$ cat config.mk
export PLATFORM = sky130hd
export DESIGN_NAME = apb_demux4
export DESIGN_NICKNAME = d
export VERILOG_FILES = /design/src/rtl/apb_demux4.sv
export SDC_FILE = /design/constraint.sdc
export NUM_CORES = 1
export LEC_CHECK = 0
export BUFFER_PORTS_ARGS = -buffer_cell sky130_fd_sc_hd__buf_2
export CORE_AREA = 2 2 102 104
export CTS_CLUSTER_SIZE = 24
export DETAILED_ROUTE_END_ITERATION = 7
export DIE_AREA = 0 0 104 106
export PLACE_DENSITY = 0.93
export SETUP_SLACK_MARGIN = 0.05
export SYNTH_ARGS = -nofsm -noshare
export SYNTH_HDL_FRONTEND = slang
export SYNTH_SLANG_ARGS = --single-unit
$ cat constraint.sdc
create_clock -name PCLK -period 3.6 [get_ports PCLK]
set_input_delay 0.18 -clock PCLK [delete_from_list [all_inputs] [get_ports PCLK]]
set_output_delay 0.18 -clock PCLK [all_outputs]
set_load 0.02 [all_outputs]
$ cat src/rtl/apb_demux4.sv
// APB 1-to-4 fan-out: decodes a 2-bit slot from PADDR, replays the transfer on the
// selected downstream port and returns its response, with wait-state timeout and unmapped-slot error.
module apb_demux4 #(
  parameter int unsigned ADDR_W  = 8,
  parameter int unsigned DATA_W  = 32,
  parameter int unsigned SEL_LSB = 6,
  parameter logic [3:0]  SLOT_EN = 4'b1111,
  parameter int unsigned TIMEOUT = 15
) (
  input  logic                PCLK,
  input  logic                PRESETn,
  input  logic                PSEL,
  input  logic                PENABLE,
  input  logic                PWRITE,
  input  logic [ADDR_W-1:0]   PADDR,
  input  logic [DATA_W-1:0]   PWDATA,
  output logic [DATA_W-1:0]   PRDATA,
  output logic                PREADY,
  output logic                PSLVERR,
  output logic [3:0]          m_psel,
  output logic                m_penable,
  output logic                m_pwrite,
  output logic [ADDR_W-1:0]   m_paddr,
  output logic [DATA_W-1:0]   m_pwdata,
  input  logic [4*DATA_W-1:0] m_prdata,
  input  logic [3:0]          m_pready,
  input  logic [3:0]          m_pslverr
);

  localparam int unsigned CNT_W   = (TIMEOUT == 0) ? 1 : $clog2(TIMEOUT + 1);
  localparam int unsigned TO_LAST = (TIMEOUT == 0) ? 0 : TIMEOUT - 1;

  typedef enum logic [1:0] {
    S_IDLE    = 2'd0,
    S_DSETUP  = 2'd1,
    S_DACCESS = 2'd2,
    S_DONE    = 2'd3
  } state_t;

  state_t            state, state_nxt;
  logic [1:0]        slot_q, slot_nxt;
  logic [CNT_W-1:0]  cnt, cnt_nxt;
  logic [3:0]        psel_nxt;
  logic              penable_nxt;
  logic              pwrite_nxt;
  logic [ADDR_W-1:0] paddr_nxt;
  logic [DATA_W-1:0] pwdata_nxt;
  logic [DATA_W-1:0] prdata_nxt;
  logic              pready_nxt;
  logic              pslverr_nxt;

  logic [1:0]        req_slot;
  logic              sel_ready;
  logic              sel_err;
  logic [DATA_W-1:0] sel_rdata;
  logic              timeout_hit;

  assign req_slot = PADDR[SEL_LSB +: 2];
  assign sel_ready = m_pready[slot_q];
  assign sel_err   = m_pslverr[slot_q];

  // Counter value in the final allowed access cycle; the abort fires if ready is still low there.
  assign timeout_hit = (TIMEOUT != 0) && (cnt == CNT_W'(TO_LAST));

  always_comb begin
    sel_rdata = '0;
    for (int i = 0; i < 4; i++) begin
      if (slot_q == 2'(i)) sel_rdata = m_prdata[i*DATA_W +: DATA_W];
    end
  end

  // Outputs are registered from the next state so they line up with the state they describe.
  always_comb begin
    state_nxt   = state;
    slot_nxt    = slot_q;
    cnt_nxt     = cnt;
    pwrite_nxt  = m_pwrite;
    paddr_nxt   = m_paddr;
    pwdata_nxt  = m_pwdata;
    prdata_nxt  = PRDATA;
    pslverr_nxt = 1'b0;

    case (state)
      S_IDLE: begin
        if (PSEL && !PENABLE) begin
          if (SLOT_EN[req_slot]) begin
            state_nxt  = S_DSETUP;
            slot_nxt   = req_slot;
            paddr_nxt  = PADDR;
            pwrite_nxt = PWRITE;
            pwdata_nxt = PWDATA;
          end else begin
            state_nxt   = S_DONE;
            prdata_nxt  = '0;
            pslverr_nxt = 1'b1;
          end
        end
      end
      S_DSETUP: begin
        state_nxt = S_DACCESS;
        cnt_nxt   = '0;
      end
      S_DACCESS: begin
        if (sel_ready) begin
          state_nxt   = S_DONE;
          prdata_nxt  = m_pwrite ? '0 : sel_rdata;
          pslverr_nxt = sel_err;
        end else if (timeout_hit) begin
          state_nxt   = S_DONE;
          prdata_nxt  = '0;
          pslverr_nxt = 1'b1;
        end else begin
          cnt_nxt = cnt + CNT_W'(1);
        end
      end
      S_DONE: begin
        state_nxt = S_IDLE;
      end
      default: begin
        state_nxt = S_IDLE;
      end
    endcase

    psel_nxt    = ((state_nxt == S_DSETUP) || (state_nxt == S_DACCESS)) ? (4'b0001 << slot_nxt) : 4'b0000;
    penable_nxt = (state_nxt == S_DACCESS);
    pready_nxt  = (state_nxt == S_DONE);
  end

  always_ff @(posedge PCLK or negedge PRESETn) begin
    if (!PRESETn) begin
      state     <= S_IDLE;
      slot_q    <= 2'd0;
      cnt       <= '0;
      m_psel    <= 4'b0000;
      m_penable <= 1'b0;
      m_pwrite  <= 1'b0;
      m_paddr   <= '0;
      m_pwdata  <= '0;
      PRDATA    <= '0;
      PREADY    <= 1'b0;
      PSLVERR   <= 1'b0;
    end else begin
      state     <= state_nxt;
      slot_q    <= slot_nxt;
      cnt       <= cnt_nxt;
      m_psel    <= psel_nxt;
      m_penable <= penable_nxt;
      m_pwrite  <= pwrite_nxt;
      m_paddr   <= paddr_nxt;
      m_pwdata  <= pwdata_nxt;
      PRDATA    <= prdata_nxt;
      PREADY    <= pready_nxt;
      PSLVERR   <= pslverr_nxt;
    end
  end

endmodule

==> results.md <==
* Result of the run: completed
* Vertical extent of the die at 106 um
* P_int at 0.00276 W
* Sequential cell area fraction in the yosys report at 0.512
* Setup Viol. Count Final at 0
* Wire length per cell after detailed routing at 17.5 um
* DR vias at 3999
* Final period demand of the worst path at 2380 ps
* Post-route cell area at 6010 um2
* Leakage power at 3.23 nW
* Number of fill cells in the layout at 801
* Setup repair after global routing missed its margin: false
* Area share of the largest cell type after synthesis at 0.512
* Worst relative slew slack at 0.219
* Register share of total power at 0.346
* Final-layout setup total negative slack at 0 ps
* Critical setup path kind: flip-flop to flip-flop
* Final clock period utilization by the worst path at 0.662
* Bufs on Longest Clock Path at 2
* Worst IR Drop VDD at 420 uV
* Fin. Hold Viols at 0
* Wire length on met2 at 6.73 mm
* Total DRC errors in the routed layout at 0
* Clock root buffer: clkbuf_8
* Post-CTS Setup Inserts at 0
* Mapped cell area at 4300 um2
* Largest delay contributor family on the critical path: compound AO/OA/AOI/OAI gates
* Distinct cell type count after synthesis at 34
* Placeable Area at 10000 um2
* Number of clock sinks at 88
* H-tree depth reported by CTS at 3
* Cell count after placement at 740
* Net count after synthesis at 555
* Maximum cell stage delay along the critical path at 1050 ps
* Detail Route met3 WL at 1.23 mm
* Global router's overall resource usage at 0.245
* Number of synthesized register bits at 88
* Total of hold buffers inserted after clock tree synthesis at 15
* Clock transition at the register clock pins on the worst setup and hold paths after CTS at 90 ps
* Layout cells sized above 1 at 0.498
* Number of nets with antenna violations after detailed routing at 0
* Synthesis-to-finish area growth at 39.9%
* Die width at 104 um
* Met1 layer wirelength in the final routing at 5.18 mm
* Final Instance Count excl. Fillers at 771
* HP Class: input pin to asynchronous set/reset pin
* Initial antenna violation count at 1
* Yosys warning count at 0
* Final antenna diode count at 0
* Instance count of the mapped netlist at 366
* Most frequent cells after synthesis: nand2_1 (129), dfrtp_1 (88), mux4_2 (34)
* Die Area at 11000 um2
* Leading area contributor after synthesis: dfrtp_1
* Placed instance area at 5680 um2
* Ys flop type: dfrtp_1
* CTS tree: done
* Global route total overflow at 0
* Net count, final at 819
* DP HPWL at 10.1 mm
* Routed vias/inst at 5.19
* Total count of max-transition violations in the final report at 0
* Data arrival, critical path at 2670 ps
* NetSw at 0.00199 W
* Number of flops mapped to enable cells by yosys at 0
* Wire length of the first global-routing pass at 21.2 mm
* Initial cell density of the core at 0.430
* Number of placement rows at 37
* Largest net degree at the start of global routing at 89
* Endpoint kind of the worst setup timing path: flip-flop
* Initial DRC Count at 249
* Buf/Inv on CP at 1
* Routability cong. at 0.854
* First drt pass iteration count at 5
* Relative contribution of combinational cells to total power at 0.520
* Chain of cells forming the critical path: inv_1 > ha_1 > o2111a_1 > a22o_1
* IO Count at 261
* Worst-path fanout max at 32
* Fraction of registers with async set or reset after synthesis at 1.00
* Clk network pwr share at 0.134
* Vias in the first global route at 4231
* Leading cell types by total area after synthesis: dfrtp_1 (51%), mux4_2 (18%), nand2_1 (11%)
* Clock latency on the worst-skew pair at 360 ps
* Power per cell area at 791 nW/um2
* Syn_area_per_cell at 11.7 um2
* Top routing layer in use: met5
* CTS-repair resized insts at 0
* Max Cap Violations at 0
* CP max-delay cell: o2111a_1
* TritonCTS buffer count at 9
* Worst Setup Start Kind: flip-flop
* Maximum frequency from static timing analysis at 420 MHz
* Most repeated cell in the gate-level netlist after synthesis: nand2_1
* Switching fraction of total power at 0.419
* Data required time of the critical path at 3890 ps
* Port Buffer Count at 260
* Clock tree skew after final layout at 9.22 ps
* Final Routed Wirelength at 13.5 mm
* Transition at the pin with the smallest max-transition slack at 1170 ps
==> worst reg2reg max path, cell delays in order, from the launching register on <==
cell and delay, ps:
dfrtp_1 420, inv_1 120, ha_1 450, o2111a_1 1050, a22o_1 290
==> power groups by stage <==
stage | clock network [W] | registers (W) | logic, W
2_1_floorplan | 0 | 0.00209 | 0.00127
3_3_place_gp | 0 | 0.00163 | 0.00236
3_5_place_dp | 0 | 0.00164 | 0.00247
4_1_cts | 0.000657 | 0.00164 | 0.00248
5_1_grt | 0.000703 | 0.00169 | 0.00267
6_report | 0.000639 | 0.00164 | 0.00247
==> through the flow <==
step                hold slack (ps)  worst slack [ps]  total power (W)   util
finish                         16.7              1220          0.00475  0.601
global route                   4.23              1010          0.00506  0.601
CTS                           0.148              1180          0.00478  0.601
detailed placement              378              1200          0.00411  0.568
global placement                368              1420          0.00399  0.568
floorplan                      -116              1730          0.00336      -
==> metal layers <==
metal | GRT usage | up-vias
li1 | - | 1823
met1 | 0.295 | 1904
met2 | 0.413 | 234
met3 | 0.0748 | 36
met4 | 0.102 | 2
met5 | 0 | -
==> cell type report <==
| type | count | area, um2 | share of cell area |
|---|---|---|---|
| multi-input cells | 246 | 1950 | 0.324 |
| inverters | 6 | 22.5 | 0.00375 |
| well taps | 136 | 170 | 0.0283 |
| flip-flops and latches | 88 | 2200 | 0.367 |
| clock buffers | 14 | 173 | 0.0287 |
| repair buffers | 279 | 1480 | 0.247 |
| clock inverters | 2 | 12.5 | 0.00208 |
==> kinds of logic (layout without fill, tap and decap cells) <==
kind of cell / Yosys count / count (layout) / share of synthesized area
DFF: 88 / 88 / 0.512
and+or+nand+nor: 156 / 156 / 0.150
buffers and inverters: 32 / 301 / 0.0346
AOI/OAI and AO/OA: 46 / 46 / 0.0967
adders and majority gates: 8 / 8 / 0.0233
muxes: 36 / 36 / 0.183
==> worst paths after layout <==
path / endpoint / slack (ps) / start / cells after the start
max in group asynchronous: slot_q[0]$_DFF_PN0_ / 2810 / PRESETn / 1
setup reg to reg: PRDATA[27]$_DFFE_PN0P_ / 1220 / state[0]$_DFF_PN0_ / 4
min in group PCLK: m_pwdata[1]$_DFFE_PN0P_ / 20 / PWDATA[1] / 3
setup / recovery: PRDATA[27]$_DFFE_PN0P_ / 1220 / state[0]$_DFF_PN0_ / 4
hold / removal: PRDATA[28]$_DFFE_PN0P_ / 20 / PRESETn / 1
hold reg to reg: m_pwdata[25]$_DFFE_PN0P_ / 480 / m_pwdata[25]$_DFFE_PN0P_ / 2
==> cell usage in the layout, fill, tap and decap left out, types with 2 or more instances in the layout <==
master,netlist,routed
a211oi_1,2,2
a21boi_0,3,3
a22o_1,32,32
and3_1,2,2
buf_2,5,259
buf_4,4,5
clkbuf_1,13,2
clkbuf_8,0,12
dfrtp_1,88,86
dfrtp_2,0,2
dlygate4sd3_1,0,15
ha_1,8,8
inv_1,6,6
mux2i_1,2,2
mux4_2,34,34
nand2_1,129,129
nand3_1,4,4
nand3b_1,5,5
nor2_1,6,6
nor2b_1,2,2
nor3_1,2,2
nor3b_1,2,2
==> sequential cells by signal, indices dropped and copies added, names as in the netlist <==
signal     cells
PRDATA        32
PREADY         1
PSLVERR        1
cnt            4
m_paddr        8
m_penable      1
m_psel         4
m_pwdata      32
m_pwrite       1
slot_q         2
state          2
Power figures use the tool's default switching activity.
